`config.mk`:
```
export PLATFORM = sky130hd
export DESIGN_NAME = qspi_ram_reader
export DESIGN_NICKNAME = d
export VERILOG_FILES = /design/src/rtl/qspi_ram_reader.sv
export SDC_FILE = /design/constraint.sdc
export NUM_CORES = 1
export LEC_CHECK = 0
export ABC_AREA = 1
export CORE_MARGIN = 3
export CORE_UTILIZATION = 50
export CTS_CLUSTER_DIAMETER = 60
export DETAILED_ROUTE_END_ITERATION = 8
export DONT_BUFFER_PORTS = 1
export PLACE_DENSITY = 0.76
export SYNTH_ARGS = -nofsm -noshare
export SYNTH_HDL_FRONTEND = slang
export SYNTH_SLANG_ARGS = --single-unit
```
`constraint.sdc`:
```
create_clock -name clk_in -period 1.88 [get_ports clk_in]
set_input_delay 0.282 -clock clk_in [delete_from_list [all_inputs] [get_ports clk_in]]
set_output_delay 0.282 -clock clk_in [all_outputs]
set_load 0.005 [all_outputs]
```
`src/rtl/qspi_ram_reader.sv`:
```
// qspi_ram_reader: quad-SPI fast-read (0x0B) burst initiator for the external serial RAM.
// Every nibble spends one clk_in cycle with ram_clk low, then one with ram_clk high.
module qspi_ram_reader #(
  parameter logic [7:0] CMD          = 8'h0B,
  parameter int         DUMMY        = 6,
  parameter int         LEN_W        = 8,
  parameter int         CS_HIGH_CLKS = 4
) (
  input  logic             clk_in,
  input  logic             rst,
  input  logic             req_valid,
  output logic             req_ready,
  input  logic [23:0]      req_addr,
  input  logic [LEN_W-1:0] req_len,
  output logic             data_valid,
  output logic [7:0]       data_byte,
  output logic             data_last,
  output logic             busy,
  output logic             ram_clk,
  output logic             ram_cs_n,
  output logic [3:0]       ram_io_o,
  output logic             ram_io_oe,
  input  logic [3:0]       ram_io_i
);

  typedef enum logic [1:0] {IDLE, XFER, CSH} state_t;

  localparam logic [4:0]       DATA_K   = 5'(8 + DUMMY);
  localparam int               CSH_W    = $clog2(CS_HIGH_CLKS + 1);
  localparam logic [CSH_W-1:0] CSH_LAST = CSH_W'(CS_HIGH_CLKS - 1);

  state_t           state, state_nx;
  logic [4:0]       nib, nib_nx, nib_inc;
  logic             phase, phase_nx;
  logic             odd, odd_nx;
  logic             done, done_nx;
  logic [LEN_W-1:0] byte_cnt, byte_cnt_nx;
  logic [LEN_W-1:0] len_q, len_nx;
  logic [23:0]      addr_q, addr_nx;
  logic [3:0]       hi_nib, hi_nx;
  logic [CSH_W-1:0] csh_cnt, csh_cnt_nx;
  logic             clk_nx, cs_nx, oe_nx, valid_nx, last_nx;
  logic [3:0]       io_nx, nib_out;
  logic [7:0]       byte_nx;

  assign req_ready = (state == IDLE) && !rst;
  assign busy      = (state != IDLE);
  assign nib_inc   = nib + 5'd1;

  // Outgoing nibble for the next command/address slot; zero once dummy starts.
  always_comb begin
    nib_out = 4'h0;
    case (nib_inc)
      5'd1:    nib_out = CMD[3:0];
      5'd2:    nib_out = addr_q[23:20];
      5'd3:    nib_out = addr_q[19:16];
      5'd4:    nib_out = addr_q[15:12];
      5'd5:    nib_out = addr_q[11:8];
      5'd6:    nib_out = addr_q[7:4];
      5'd7:    nib_out = addr_q[3:0];
      default: nib_out = 4'h0;
    endcase
  end

  always_comb begin
    state_nx    = state;
    nib_nx      = nib;
    phase_nx    = phase;
    odd_nx      = odd;
    done_nx     = done;
    byte_cnt_nx = byte_cnt;
    len_nx      = len_q;
    addr_nx     = addr_q;
    hi_nx       = hi_nib;
    csh_cnt_nx  = csh_cnt;
    clk_nx      = ram_clk;
    cs_nx       = ram_cs_n;
    oe_nx       = ram_io_oe;
    io_nx       = ram_io_o;
    byte_nx     = data_byte;
    valid_nx    = 1'b0;
    last_nx     = 1'b0;
    case (state)
      IDLE: begin
        if (req_valid && req_ready) begin
          state_nx    = XFER;
          nib_nx      = 5'd0;
          phase_nx    = 1'b0;
          odd_nx      = 1'b0;
          done_nx     = 1'b0;
          byte_cnt_nx = '0;
          addr_nx     = req_addr;
          len_nx      = req_len;
          clk_nx      = 1'b0;
          cs_nx       = 1'b0;
          oe_nx       = 1'b1;
          io_nx       = CMD[7:4];
        end
      end
      XFER: begin
        if (!phase) begin
          // Rising ram_clk edge: the RAM has held this nibble for a full cycle.
          clk_nx   = 1'b1;
          phase_nx = 1'b1;
          if (nib == DATA_K) begin
            if (!odd) begin
              hi_nx = ram_io_i;
            end else begin
              valid_nx = 1'b1;
              byte_nx  = {hi_nib, ram_io_i};
              if (byte_cnt == len_q) begin
                last_nx = 1'b1;
                done_nx = 1'b1;
              end else begin
                byte_cnt_nx = byte_cnt + LEN_W'(1);
              end
            end
          end
        end else begin
          clk_nx   = 1'b0;
          phase_nx = 1'b0;
          if (done) begin
            state_nx   = CSH;
            cs_nx      = 1'b1;
            oe_nx      = 1'b0;
            io_nx      = 4'h0;
            csh_cnt_nx = '0;
          end else if (nib == DATA_K) begin
            odd_nx = !odd;
          end else begin
            nib_nx = nib_inc;
            oe_nx  = (nib_inc < 5'd8);
            io_nx  = nib_out;
          end
        end
      end
      CSH: begin
        if (csh_cnt == CSH_LAST) begin
          state_nx = IDLE;
        end else begin
          csh_cnt_nx = csh_cnt + CSH_W'(1);
        end
      end
      default: state_nx = IDLE;
    endcase
  end

  always_ff @(posedge clk_in) begin
    if (rst) begin
      state      <= IDLE;
      nib        <= 5'd0;
      phase      <= 1'b0;
      odd        <= 1'b0;
      done       <= 1'b0;
      byte_cnt   <= '0;
      len_q      <= '0;
      addr_q     <= 24'h0;
      hi_nib     <= 4'h0;
      csh_cnt    <= '0;
      ram_clk    <= 1'b0;
      ram_cs_n   <= 1'b1;
      ram_io_oe  <= 1'b0;
      ram_io_o   <= 4'h0;
      data_valid <= 1'b0;
      data_byte  <= 8'h00;
      data_last  <= 1'b0;
    end else begin
      state      <= state_nx;
      nib        <= nib_nx;
      phase      <= phase_nx;
      odd        <= odd_nx;
      done       <= done_nx;
      byte_cnt   <= byte_cnt_nx;
      len_q      <= len_nx;
      addr_q     <= addr_nx;
      hi_nib     <= hi_nx;
      csh_cnt    <= csh_cnt_nx;
      ram_clk    <= clk_nx;
      ram_cs_n   <= cs_nx;
      ram_io_oe  <= oe_nx;
      ram_io_o   <= io_nx;
      data_valid <= valid_nx;
      data_byte  <= byte_nx;
      data_last  <= last_nx;
    end
  end

endmodule

```
==> load_flow_metrics.sql <==
INSERT INTO impl_metrics (metric_group, metric, value, unit) VALUES
('timing', 'finalSetupViolCount', '0', ''),
('placement', 'gpl.final_weighted_congestion', '0.916', ''),
('final_layout', 'ant_diodes', '0', ''),
('timing', 'hold_violations', '5', ''),
('global_routing', 'pin_count_of_the_biggest_net_entering_global_routing', '39', ''),
('drt', 'routed-via-count', '3095', ''),
('synth', 'synthDominantCellAreaShare', '41.6', '%'),
('final_layout', 'layout.core_utilization', '59.1', '%'),
('timing', 'fmax', '577', 'MHz'),
('status', 'violations', 'negative hold slack', ''),
('synth', 'number_of_distinct_library_cell_variants_in_the_gate_level_netlist_after_synthesis', '35', ''),
('final_layout', 'final_nets', '540', ''),
('timing', 'worstMarginPinSlew', '0.458', 'ns'),
('final_layout', 'syn2layout_area_growth', '10.4', '%'),
('drt', 'drt_first_iter_violations', '186', ''),
('global_routing', 'overflow', '0', ''),
('synth', 'nets_in_the_synthesized_netlist', '532', ''),
('synth', 'number_of_synthesized_flops_with_an_enable_pin', '0', ''),
('die', 'placementRows', '29', ''),
('drt', 'routedWlPerCell', '13.2', 'um'),
('worst_setup_path', 'endpoint_kind', 'flop', ''),
('synth', 'synth_area_leaders', 'sky130_fd_sc_hd__dfxtp_1 (42%), sky130_fd_sc_hd__nand2_1 (14%), sky130_fd_sc_hd__nand3_1 (7.7%)', ''),
('clocking', 'clkLatencyLatePin', '0.34', 'ns'),
('status', 'outcome', 'complete, but fails checks', ''),
('die', 'design.core.area', '6570', 'um2'),
('synth', 'syn_avg_cell_area', '7.24', 'um2'),
('flow_run', 'maxCapViolCount', '0', ''),
('min_path', 'min-delay-path-class', 'in -> reg', ''),
('global_routing', 'gr-usage-all-layers', '19.9', '%'),
('clocking', 'clock_tree_from_tritoncts', 'built', ''),
('worst_setup_path', 'setup.reg_to_reg.worst_slack', '0.15', 'ns'),
('power_and_ir_drop', 'static-leakage-power', '0.00170', 'uW'),
('drt', 'first_pass_iters', '5', ''),
('power_and_ir_drop', 'power.ir.vdd_worst', '717', 'uV'),
('synth', 'synthesis.instances', '485', ''),
('clocking', 'clock_tree.buffer_depth', '2', ''),
('worst_setup_path', 'worstPathMaxFanout', '13', ''),
('drt', 'detail_route.vias_per_cell', '5.24', ''),
('clocking', 'clock_sink_count', '73', ''),
('clocking', 'htree_levels', '3', ''),
('timing', 'rsz0062_at_grt', 'no', ''),
('timing', 'fin_hold_ws', '-0.00562', 'ns'),
('worst_setup_path', 'cp.arrival', '1.97', 'ns'),
('synth', 'synth.yosys.seq_area_share', '41.6', '%'),
('final_layout', 'layout.cells.most_common', 'sky130_fd_sc_hd__nand2_1', ''),
('global_routing', 'antenna_found_initial', '0', ''),
('die', 'die_area', '8070', 'um2'),
('die', 'die_w', '89.8', 'um'),
('synth', 'mappedNetlistArea', '3510', 'um2'),
('timing', 'post-route-period-util', '92.3', '%'),
('final_layout', 'final_std_cells_w_o_fill', '591', ''),
('synth', 'ys_dominant_reg_cell', 'sky130_fd_sc_hd__dfxtp_1', ''),
('global_routing', 'first_global_vias', '2804', ''),
('die', 'boundaryPins', '58', ''),
('final_layout', 'post_route_cells_drive_above_1_share', '14.1', '%'),
('final_layout', 'mostFrequentLayoutCells', 'sky130_fd_sc_hd__nand2_1 (127), sky130_fd_sc_hd__dfxtp_1 (69), sky130_fd_sc_hd__nand3_1 (54), sky130_fd_sc_hd__nor2_1 (46), sky130_fd_sc_hd__inv_1 (36)', ''),
('timing', 'final.setup_skew', '0.00626', 'ns'),
('drt', 'drc_violations', '0', ''),
('timing', 'slew_headroom', '69.2', '%'),
('clocking', 'cts.reportedPaths.clkPinSlew', '0.08', 'ns'),
('timing', 'final.setup.tns', '0', 'ns'),
('worst_setup_path', 'cp.required', '2.12', 'ns'),
('worst_setup_path', 'worstSetupStartpointType', 'flop', ''),
('clocking', 'tritoncts.num_buffers', '9', ''),
('timing', 'slew_viol_final', '0', ''),
('synth', 'yosysTopAreaCell', 'sky130_fd_sc_hd__dfxtp_1', ''),
('synth', 'postSynth.asyncResetShare', '0', '%'),
('die', 'die_h', '89.8', 'um'),
('final_layout', 'n_fill_cell', '579', ''),
('drt', 'route.antenna.remaining_nets', '0', ''),
('placement', 'hpwl', '5630', 'um');
==> metal layers <==
| metal | vias to the layer above | wire length [um] | part of all wire (%) | global-route usage (%) |
|---|---|---|---|---|
| met2 | 76 | 3580 | 46 | 31.5 |
| met1 | 1412 | 3710 | 48 | 27.1 |
| met3 | 8 | 409 | 5.3 | 5.09 |
| met4 | 0 | 76 | 0.98 | 4.98 |
| li1 | 1599 | - | - | - |
| met5 | - | 0 | 0 | 0 |
==> cells in the mapped netlist, types with 2 or more instances <==
| cell | number |
|---|---|
| sky130_fd_sc_hd__ha_1 | 8 |
| sky130_fd_sc_hd__buf_2 | 2 |
| sky130_fd_sc_hd__nand2_2 | 5 |
| sky130_fd_sc_hd__buf_1 | 3 |
| sky130_fd_sc_hd__buf_6 | 2 |
| sky130_fd_sc_hd__nor2_2 | 2 |
| sky130_fd_sc_hd__o21ai_0 | 22 |
| sky130_fd_sc_hd__nor3_2 | 2 |
| sky130_fd_sc_hd__xnor2_1 | 3 |
| sky130_fd_sc_hd__inv_1 | 37 |
| sky130_fd_sc_hd__nand3_1 | 54 |
| sky130_fd_sc_hd__nand2_1 | 127 |
| sky130_fd_sc_hd__inv_2 | 8 |
| sky130_fd_sc_hd__a211oi_1 | 4 |
| sky130_fd_sc_hd__nor3_1 | 6 |
| sky130_fd_sc_hd__dfxtp_1 | 73 |
| sky130_fd_sc_hd__xor2_1 | 6 |
| sky130_fd_sc_hd__a21oi_1 | 26 |
| sky130_fd_sc_hd__nand4_1 | 16 |
| sky130_fd_sc_hd__nor2_1 | 49 |
| sky130_fd_sc_hd__nor2_4 | 4 |
| sky130_fd_sc_hd__nand2_4 | 4 |
| sky130_fd_sc_hd__clkbuf_1 | 9 |
| sky130_fd_sc_hd__nor2_8 | 2 |
==> critical path: stages (launching register included) <==
cell and delay, ns:
sky130_fd_sc_hd__dfxtp_1 0.41, sky130_fd_sc_hd__inv_2 0.07, sky130_fd_sc_hd__nand2_4 0.13, sky130_fd_sc_hd__inv_2 0.05
sky130_fd_sc_hd__buf_4 0.19, sky130_fd_sc_hd__o21ai_0 0.12, sky130_fd_sc_hd__a21oi_1 0.09, sky130_fd_sc_hd__dlygate4sd3_1 0.55
==> registers in the layout, indices dropped and copies added (netlist names), 2 cells and up <==
name       cells
state          2
ram_io_o       4
addr_q        24
len_q          8
hi_nib         4
nib            5
csh_cnt        3
byte_cnt       8
data_byte      8
==> final timing paths <==
| check | from | to | cells past startpoint |
|---|---|---|---|
| worst max-delay path | state[1]$_SDFFE_PP0P_ | state[0]$_SDFFE_PP0P_ | 7 |
| worst min-delay path | rst | data_valid$_SDFF_PP0_ | 1 |
| worst max register to register | state[1]$_SDFFE_PP0P_ | state[0]$_SDFFE_PP0P_ | 7 |
| worst min register to register | csh_cnt[2]$_SDFFE_PP0P_ | csh_cnt[2]$_SDFFE_PP0P_ | 2 |
==> final cells by class <==
class                   instances  area [um2]  share of cell area (%)
clock buffers                   9         124                    3.19
clock inverters                 7        53.8                    1.39
inverters                      46         173                    4.45
multi-input cells             350        1830                    47.2
flip-flops and latches         73        1470                    37.8
well taps                      93         116                    3.00
repair buffers                 13         115                    2.97
==> power breakdown <==
part / total [uW] / leakage, uW / internal, uW / switching (uW)
Clock: 1110 / 0.0000822 / 487 / 625
Sequential: 1680 / 0.000597 / 1620 / 63.4
Combinational: 494 / 0.00102 / 164 / 330
==> stage by stage <==
| stage | power [uW] | cell area [um2] | setup WS (ns) |
|---|---|---|---|
| after floorplan | 2080 | 3510 | 0.275 |
| after global placement | 2170 | 3630 | 0.118 |
| after detailed placement | 2180 | 3630 | 0.0376 |
| after CTS | 3280 | 3820 | 0.00855 |
| after global routing | 3470 | 3880 | 0.0108 |
| final | 3290 | 3880 | 0.146 |
==> logic make-up (layout without fill, tap and decap cells) <==
group,after synthesis,in the layout,synth area share (%)
buffers and inverters,62,75,7.12
adder cells (fa/ha/maj),8,8,2.85
AO/OA/AOI/OAI,57,57,9.30
AND/OR/NAND/NOR,276,276,36.9
XOR/XNOR,9,9,2.24
flip-flops,73,73,41.6
==> repair_timing <==
action | 4_1_cts | 5_1_grt
endpoints found under the setup margin | 0 | 22
resized for setup | 0 | 12
hold endpoints to repair | 22 | 19
buffers inserted | 0 | 1
Note: power is estimated with default switching activity, not from simulation.
